[config.mk]
export PLATFORM = sky130hd
export DESIGN_NAME = spi_slave_rx_tx
export DESIGN_NICKNAME = d
export VERILOG_FILES = /design/src/rtl/spi_slave_rx_tx.sv
export SDC_FILE = /design/constraint.sdc
export NUM_CORES = 1
export LEC_CHECK = 0
export ABC_AREA = 1
export ABC_CLOCK_PERIOD_IN_PS = 1900
export CORE_MARGIN = 2
export CORE_UTILIZATION = 56
export DETAILED_ROUTE_END_ITERATION = 6
export GPL_TIMING_DRIVEN = 0
export MAX_ROUTING_LAYER = met4
export PLACE_DENSITY = 0.84
export SLEW_MARGIN = 20
export SYNTH_ARGS = -nofsm -noshare
export SYNTH_HDL_FRONTEND = slang
export SYNTH_SLANG_ARGS = --single-unit
[constraint.sdc]
create_clock -name clk -period 1.9 [get_ports clk]
set_clock_uncertainty 0.05 [all_clocks]
set_input_delay 0.285 -clock clk [delete_from_list [all_inputs] [get_ports clk]]
set_output_delay 0.285 -clock clk [all_outputs]
set_load 0.01 [all_outputs]
[src/rtl/spi_slave_rx_tx.sv]
// SPI mode-3 peripheral: oversampled cs_bar/sclk/mosi, 16-bit MSB-first receive and transmit paths.
// Optional define SPI_SLAVE_LOOPBACK_EN adds a loopback input that echoes the previous rx_data on MISO.
module spi_slave_rx_tx #(
    parameter int DATA_WIDTH  = 16,
    parameter int SYNC_STAGES = 2
) (
    input  logic                  clk,
    input  logic                  reset,
    input  logic                  cs_bar,
    input  logic                  sclk,
    input  logic                  mosi,
    output logic                  miso,
    output logic                  miso_oe,
    input  logic [DATA_WIDTH-1:0] tx_data,
    input  logic                  tx_valid,
`ifdef SPI_SLAVE_LOOPBACK_EN
    input  logic                  loopback,
`endif
    output logic                  tx_ready,
    output logic [DATA_WIDTH-1:0] rx_data,
    output logic                  rx_valid,
    output logic                  tx_underrun,
    output logic                  frame_err
);

    localparam int CNT_W = $clog2(DATA_WIDTH + 1);

    typedef enum logic [1:0] {
        ST_IDLE,
        ST_SHIFT,
        ST_DONE
    } state_e;

    state_e                  state_q, state_d;
    logic [SYNC_STAGES-1:0]  cs_sync_q, sclk_sync_q, mosi_sync_q;
    logic                    cs_prev_q, sclk_prev_q;
    logic [DATA_WIDTH-1:0]   hold_q, hold_d;
    logic                    hold_full_q, hold_full_d;
    logic [DATA_WIDTH-1:0]   tx_shift_q, tx_shift_d;
    logic [DATA_WIDTH-1:0]   rx_shift_q, rx_shift_d;
    logic [CNT_W-1:0]        tx_cnt_q, tx_cnt_d;
    logic [CNT_W-1:0]        rx_cnt_q, rx_cnt_d;
    logic [DATA_WIDTH-1:0]   rx_data_q, rx_data_d;
    logic                    rx_valid_q, rx_valid_d;
    logic                    underrun_q, underrun_d;
    logic                    frame_err_q, frame_err_d;
    logic                    extra_seen_q, extra_seen_d;
    logic                    miso_q, miso_d;

    logic cs_s, sclk_s, mosi_s;
    logic cs_fall, sclk_rise, sclk_fall;
    logic tx_accept, use_loopback;

    assign cs_s   = cs_sync_q[SYNC_STAGES-1];
    assign sclk_s = sclk_sync_q[SYNC_STAGES-1];
    assign mosi_s = mosi_sync_q[SYNC_STAGES-1];

    assign cs_fall   = cs_prev_q & ~cs_s;
    assign sclk_rise = ~sclk_prev_q & sclk_s;
    assign sclk_fall = sclk_prev_q & ~sclk_s;

`ifdef SPI_SLAVE_LOOPBACK_EN
    assign use_loopback = loopback;
`else
    assign use_loopback = 1'b0;
`endif

    assign tx_accept = tx_valid & ~hold_full_q;

    assign miso        = miso_q;
    assign miso_oe     = ~cs_s;
    assign tx_ready    = ~hold_full_q;
    assign rx_data     = rx_data_q;
    assign rx_valid    = rx_valid_q;
    assign tx_underrun = underrun_q;
    assign frame_err   = frame_err_q;

    // Synchronisers start at bus-idle levels so reset release never looks like a frame start.
    always_ff @(posedge clk or negedge reset) begin
        if (!reset) begin
            cs_sync_q   <= '1;
            sclk_sync_q <= '1;
            mosi_sync_q <= '0;
            cs_prev_q   <= 1'b1;
            sclk_prev_q <= 1'b1;
        end else begin
            // NOTE: non-blocking assignments make every stage sample the previous stage's old value.
            cs_sync_q   <= {cs_sync_q[SYNC_STAGES-2:0], cs_bar};
            sclk_sync_q <= {sclk_sync_q[SYNC_STAGES-2:0], sclk};
            mosi_sync_q <= {mosi_sync_q[SYNC_STAGES-2:0], mosi};
            cs_prev_q   <= cs_s;
            sclk_prev_q <= sclk_s;
        end
    end

    always_comb begin
        // NOTE: every _d gets its hold value first, so no path through the case can infer a latch.
        state_d      = state_q;
        hold_d       = hold_q;
        hold_full_d  = hold_full_q;
        tx_shift_d   = tx_shift_q;
        rx_shift_d   = rx_shift_q;
        tx_cnt_d     = tx_cnt_q;
        rx_cnt_d     = rx_cnt_q;
        rx_data_d    = rx_data_q;
        rx_valid_d   = 1'b0;
        underrun_d   = 1'b0;
        frame_err_d  = 1'b0;
        extra_seen_d = extra_seen_q;
        miso_d       = miso_q;

        if (tx_accept) begin
            hold_d      = tx_data;
            hold_full_d = 1'b1;
        end

        unique case (state_q)
            ST_IDLE: begin
                if (cs_fall) begin
                    state_d      = ST_SHIFT;
                    tx_cnt_d     = '0;
                    rx_cnt_d     = '0;
                    rx_shift_d   = '0;
                    extra_seen_d = 1'b0;
                    miso_d       = 1'b0;
                    // A word accepted this same cycle stays in the holding register for the next frame.
                    if (use_loopback) begin
                        tx_shift_d = rx_data_q;
                    end else if (hold_full_q) begin
                        tx_shift_d  = hold_q;
                        hold_full_d = 1'b0;
                    end else begin
                        tx_shift_d = '0;
                        underrun_d = 1'b1;
                    end
                end
            end

            ST_SHIFT: begin
                if (cs_s) begin
                    state_d     = ST_IDLE;
                    frame_err_d = 1'b1;
                    miso_d      = 1'b0;
                end else begin
                    if (sclk_fall && tx_cnt_q < CNT_W'(DATA_WIDTH)) begin
                        miso_d     = tx_shift_q[DATA_WIDTH-1];
                        tx_shift_d = {tx_shift_q[DATA_WIDTH-2:0], 1'b0};
                        tx_cnt_d   = tx_cnt_q + CNT_W'(1);
                    end
                    if (sclk_rise) begin
                        rx_shift_d = {rx_shift_q[DATA_WIDTH-2:0], mosi_s};
                        rx_cnt_d   = rx_cnt_q + CNT_W'(1);
                        if (rx_cnt_q == CNT_W'(DATA_WIDTH - 1)) begin
                            rx_data_d  = {rx_shift_q[DATA_WIDTH-2:0], mosi_s};
                            rx_valid_d = 1'b1;
                            state_d    = ST_DONE;
                        end
                    end
                end
            end

            ST_DONE: begin
                if (cs_s) begin
                    state_d = ST_IDLE;
                    miso_d  = 1'b0;
                end else if (sclk_rise && !extra_seen_q) begin
                    frame_err_d  = 1'b1;
                    extra_seen_d = 1'b1;
                end
            end

            default: state_d = ST_IDLE;
        endcase
    end

    // NOTE: data registers are reset too, so rx_data and the shift paths are defined from the first cycle.
    always_ff @(posedge clk or negedge reset) begin
        if (!reset) begin
            state_q      <= ST_IDLE;
            hold_q       <= '0;
            hold_full_q  <= 1'b0;
            tx_shift_q   <= '0;
            rx_shift_q   <= '0;
            tx_cnt_q     <= '0;
            rx_cnt_q     <= '0;
            rx_data_q    <= '0;
            rx_valid_q   <= 1'b0;
            underrun_q   <= 1'b0;
            frame_err_q  <= 1'b0;
            extra_seen_q <= 1'b0;
            miso_q       <= 1'b0;
        end else begin
            state_q      <= state_d;
            hold_q       <= hold_d;
            hold_full_q  <= hold_full_d;
            tx_shift_q   <= tx_shift_d;
            rx_shift_q   <= rx_shift_d;
            tx_cnt_q     <= tx_cnt_d;
            rx_cnt_q     <= rx_cnt_d;
            rx_data_q    <= rx_data_d;
            rx_valid_q   <= rx_valid_d;
            underrun_q   <= underrun_d;
            frame_err_q  <= frame_err_d;
            extra_seen_q <= extra_seen_d;
            miso_q       <= miso_d;
        end
    end

endmodule

=== After elaboration in Yosys (flattened, before gate mapping) ===
Index checks and enable logic that the tools add are counted.

* Bits in registers: 89
* Input port bits: 22
* Output and inout bits: 22
* Logic and storage cells: 100

* $add $sub $neg: 2
* $lt $le $gt $ge: 1
* Equality and inequality tests: 13
* Multiplexer cells: 45
* Bitwise operators: 8
* Reduce and logical (&&, ||, !) cells: 13

{| class="wikitable"
|+ Operators by type and width
! operator !! number
|-
| $mux 16 || 4
|-
| $mux 15 || 3
|-
| $pmux 16 s2 || 1
|-
| $pmux 15 s2 || 1
|-
| $mux 5 || 5
|-
| $reduce_and 4->1 || 6
|-
| $mux 1 || 20
|-
| $pmux 5 s2 || 2
|-
| $ne 2x2->1 const B || 7
|-
| $add 5x1->5 const B || 2
|-
| $mux 2 || 5
|-
| $ne 3x3->1 const B || 3
|-
| $pmux 2 s3 || 1
|-
| $eq 5x4->1 const B || 1
|-
| $lt 5x5->1 const B || 1
|-
| $and 1x1->1 || 4
|-
| $not 1->1 || 4
|-
| $pmux 1 s2 || 2
|-
| $reduce_bool 2->1 || 2
|-
| $pmux 1 s3 || 1
|-
| $reduce_bool 3->1 || 1
|-
| $eq 2x1->1 const B || 1
|-
| $eq 2x2->1 const B || 1
|-
| $logic_and 1x1->1 || 2
|-
| other kinds (2) || 2
|}

=== Logic depth before layout (Yosys ltp) ===
* Depth in word-level cells: 6
* Gate-level depth with buffers: 9
* Mapped depth without buffers: 9

=== Worst setup path before layout ===
OpenSTA, ideal clock, no wires.

* Path type: flip-flop to flip-flop
* From: register rx_cnt_q[0]
* To: register rx_data_q[10] (netlist: rx_data[10])
* Library setup time: 65 ps
* Arrival: 1403 ps
* Required time: 1785 ps
* Setup slack: 383 ps
* Cell stages (with the launch flop): 9
* Buffers on the path: 1
* Period minus slack after synthesis: 1517 ps
* Cells stage by stage: dfrtp_1 > ha_1 > nand2_1 > nor2_1 > ha_1 > nand2_4 > clkbuf_1 > o21ai_0 > nand2_1

* Cells in the longest elaborated chain, start to end: 2

{| class="wikitable"
|+ Ends and longest elaborated chain
! what !! line !! source
|-
| start: declaration || 42 || <nowiki>logic [CNT_W-1:0] rx_cnt_q, rx_cnt_d;</nowiki>
|-
| start signal: assignment || 199 || <nowiki>rx_cnt_q <= rx_cnt_d;</nowiki>
|-
| $eq 5x4->1 || 153 || <nowiki>if (rx_cnt_q == CNT_W'(DATA_WIDTH - 1)) begin</nowiki>
|-
| $reduce_and 4->1 (no source line) || - ||
|-
| end signal: assignment || 200 || <nowiki>rx_data_q <= rx_data_d;</nowiki>
|-
| end: declaration || 43 || <nowiki>logic [DATA_WIDTH-1:0] rx_data_q, rx_data_d;</nowiki>
|}

No other way between the ends.
A chain may end at the register's enable or synchronous reset.

=== Worst setup path in the final report ===
* From: register hold_full_q
* To: output tx_ready

* Cells in the longest elaborated chain, start to end: 1

{| class="wikitable"
|+ Ends and longest elaborated chain
! what !! line !! source
|-
| start: declaration || 38 || <nowiki>logic hold_full_q, hold_full_d;</nowiki>
|-
| start signal: assignment || 195 || <nowiki>hold_full_q <= hold_full_d;</nowiki>
|-
| $not 1->1 || 72 || <nowiki>assign tx_ready = ~hold_full_q;</nowiki>
|-
| end: declaration || 19 || <nowiki>output logic tx_ready,</nowiki>
|}

No other way between the ends.

==> impl_metrics.csv <==
group,metric,value,unit
sta,fin_crit,1.81,ns
min_path,hold_start,"sclk",
floorplan,start_util,0.578,
synthesis,synthAdderAreaFrac,0.0224,
drt,drt_iter0_markers,136,
grt,use_met2,0.353,
placement,dp_hpwl,5360,um
sta,max_slew_margin,0.642,
sta,rsz0062_at_grt,"no",
drt,dr.pass1.iters,4,
pwr,vdd_ir_drop_max,0.780,mV
setup_path,startpoint_type,"flop",
cells_and_area,drive_gt1_frac,0.112,
grt,grt_pass1_wl,12900,um
placement,dp_cells,571,
placement,numPortBuffers,43,
drt,drt-wirelength-per-cell,12.7,um
synthesis,synth_top_family_by_area,"simple AND/OR/NAND/NOR gates",
status,outcome,"completed",
setup_path,worstSetupPathType,"flop to output port",
grt,grtUsageMet1,0.277,
drt,vias_per_cell,5.20,
cells_and_area,layoutNonFillerInstCount,589,
grt,busiest_layer,"met2",
grt,track_usage,0.223,
setup_path,reg2reg_depth,7,
pwr,p_sw,2290,uW
setup_path,rr_startpoint,"state_q[1]$_DFFE_PN0P_",
pwr,netSwitchingFraction,0.362,
min_path,holdPathStages,1,
cells_and_area,n_antenna_cell,0,
synthesis,synth_compound_area_frac,0.0865,
sta,period_share,0.951,
floorplan,die_area,7660,um2
grt,grtUsageMet3,0.0584,
min_path,hold_path.class,"primary input to flop",
grt,grt_start_max_net_pins,48,
synthesis,yosys.area_share.xor_xnor,0.00224,
synthesis,yosys_warnings,0,
synthesis,synthCells,447,
setup_path,slowest_delay,0.53,ns
setup_path,worst-path-stages,3,
floorplan,die_y,87.5,um
synthesis,avgSynthCellArea,8.74,um2
drt,ant_nets,0,
synthesis,yosys_register_bits,89,
synthesis,synth_cell_types,23,
grt,antenna_found_initial,0,
sta,worstMarginPinSlew,0.538,ns
setup_path,cp.arrival,1.47,ns
setup_path,cp.required,1.56,ns
grt,grt_pass1_vias,2838,
sta,setup_viol,0,
setup_path,endpoint,"tx_ready",
sta,fmax,553,MHz
clocking,cts_made_buffers,9,
setup_path,crit_fanout,8,
floorplan,row_count,30,
setup_path,cpMaxStageDelayCell,"clkdlybuf4s50_1",
synthesis,netlist.area_leader.share,0.532,
synthesis,syn-cell-area,3910,um2
floorplan,io_pins,44,
synthesis,synth_simple_gate_area_frac,0.238,
synthesis,synth_top_cell_by_area,"dfrtp_1",
setup_path,r2r_slack,0.14,ns
pwr,power.total,6330,uW
pwr,seqPwrFrac,0.403,
floorplan,die_x,87.5,um
cells_and_area,layout.nets,533,
clocking,cts-htree-levels,3,
clocking,clock-sinks,89,
synthesis,muxShareOfSynthArea,0.0115,
setup_path,crit_path_start,"hold_full_q$_DFF_PN0_",
pwr,leakage,0.00239,uW
clocking,cts_buffer_depth,2,
pwr,cellInternalPower,4030,uW
drt,num_vias,3063,
pwr,pwr-share-comb,0.356,
setup_path,r2r-end,"rx_cnt_q[1]$_DFFE_PN0P_",
floorplan,fp.coreArea,6760,um2
synthesis,synth_area_leaders,"dfrtp_1 53%, nand2_1 15%, dfstp_2 4.0%",
setup_path,crit_family,"buffers and inverters",
drt,drc,0,
cells_and_area,final_cell_mix,"160 x nand2_1, 83 x dfrtp_1, 42 x clkdlybuf4s50_1, 30 x nand3_1, 29 x inv_1",
clocking,cts_tree,"built",
clocking,clk_pin_slew,0.08,ns
cells_and_area,area_growth,21.0,%
synthesis,yosysSeqAreaShare,0.572,
sta,finalHoldViolCount,0,
cells_and_area,final_common_cell,"nand2_1",
drt,routed_wl,7460,um
grt,overflow,0,
clocking,clock-root-buffer,"clkbuf_8",
synthesis,syn-num-nets,476,
pwr,clkPwrFrac,0.241,
cells_and_area,fin_util,0.700,
pwr,power_density,1340,nW/um2
setup_path,cp_num_buf_inv,3,
sta,report.final.slew_viol_count,0,
setup_path,end_kind,"output port",
setup_path,worstPathCellList,"buf_2 -> inv_1 -> clkdlybuf4s50_1",
job,drv_cap,0,
clocking,worstSkewPairLatency,0.35,ns
placement,place_congestion,0.800,
==> layout make-up <==
class                           count  area, um2
Timing Repair Buffer               47        480
Sequential cell                    89       2230
Buffer                             22        145
Multi-Input combinational cell    304       1410
Tap cell                           80        100
Inverter                           31        116
Clock buffer                       10        128
Fill cell                         517       2030
Clock inverter                      6        114
==> timing repair <==
action | 4_1_cts | 5_1_grt
hold buffers | 1 | 0
gates resized for setup | 0 | 2
setup endpoints to repair | 0 | 30
setup buffers | 0 | 2
endpoints found under the hold margin | 36 | 0
==> how the worst min path moves through the flow <==
| stage | slack (ns) | to |
|---|---|---|
| after floorplan | -0.06 | extra_seen_q$_DFFE_PN0P_ |
| after CTS | 0.27 | sclk_sync_q[0]$_DFF_PN1_ |
| after detailed placement | 0.26 | state_q[0]$_DFFE_PN0P_ |
| final | 0.29 | sclk_sync_q[0]$_DFF_PN1_ |
| after global routing | 0.28 | cs_sync_q[0]$_DFF_PN1_ |
| after global placement | 0.30 | cs_sync_q[1]$_DFF_PN1_ |
==> power groups by stage <==
stage,sequential (uW),combinational [uW],clock [uW]
floorplan,2530,1630,0
global placement,2560,2110,0
detailed placement,2580,2220,0
CTS,2550,2230,1570
global route,2600,2550,1650
finish,2550,2250,1530
==> flip-flops by register name, indices dropped and copies added (netlist names), 2 cells and up <==
register / cells
sclk_sync_q: 2
rx_data: 16
rx_shift_q: 15
tx_shift_q: 16
hold_q: 16
state_q: 2
tx_cnt_q: 5
rx_cnt_q: 5
mosi_sync_q: 2
cs_sync_q: 2
==> cells by family (layout without fill, tap and decap cells) <==
family          after synthesis  count (layout)
simple gates                225             225
mux                           4               4
flops                        89              89
fa+ha+maj                     7               7
compound gates               67              67
buf+inv                      54             116
xor+xnor                      1               1
==> through the flow <==
| step | hold slack [ns] | setup WS (ns) | area (um2) | TNS, ns |
|---|---|---|---|---|
| finish | 0.288 | 0.0924 | 4730 | 0 |
| global route | 0.278 | 0.000443 | 4730 | 0 |
| CTS | 0.274 | 0.0456 | 4710 | 0 |
| detailed placement | 0.264 | 0.0530 | 4460 | 0 |
| global placement | 0.296 | -2.55 | 4440 | -220.60 |
| floorplan | -0.0606 | 0.383 | 3910 | 0 |
==> per-layer routing <==
| metal | up-vias | share of wire |
|---|---|---|
| li1 | 1546 | - |
| met1 | 1438 | 0.44 |
| met2 | 68 | 0.50 |
| met3 | 11 | 0.045 |
| met4 | 0 | 0.014 |
| met5 | - | 0 |
==> cells in the mapped netlist <==
library cell / instances
nand2_2: 1
nand2_4: 1
o21a_1: 1
dfrtp_1: 83
or2_2: 3
buf_4: 9
inv_2: 2
a21oi_1: 15
nor2_1: 23
buf_2: 9
ha_1: 7
buf_6: 2
o21ai_1: 25
nand4_1: 6
nand3_1: 30
o21ai_0: 26
xnor2_1: 1
mux2_2: 4
nor2_8: 1
nand2_1: 160
clkbuf_1: 3
inv_1: 29
dfstp_2: 6
No activity file was read; power rests on OpenSTA's default activity.
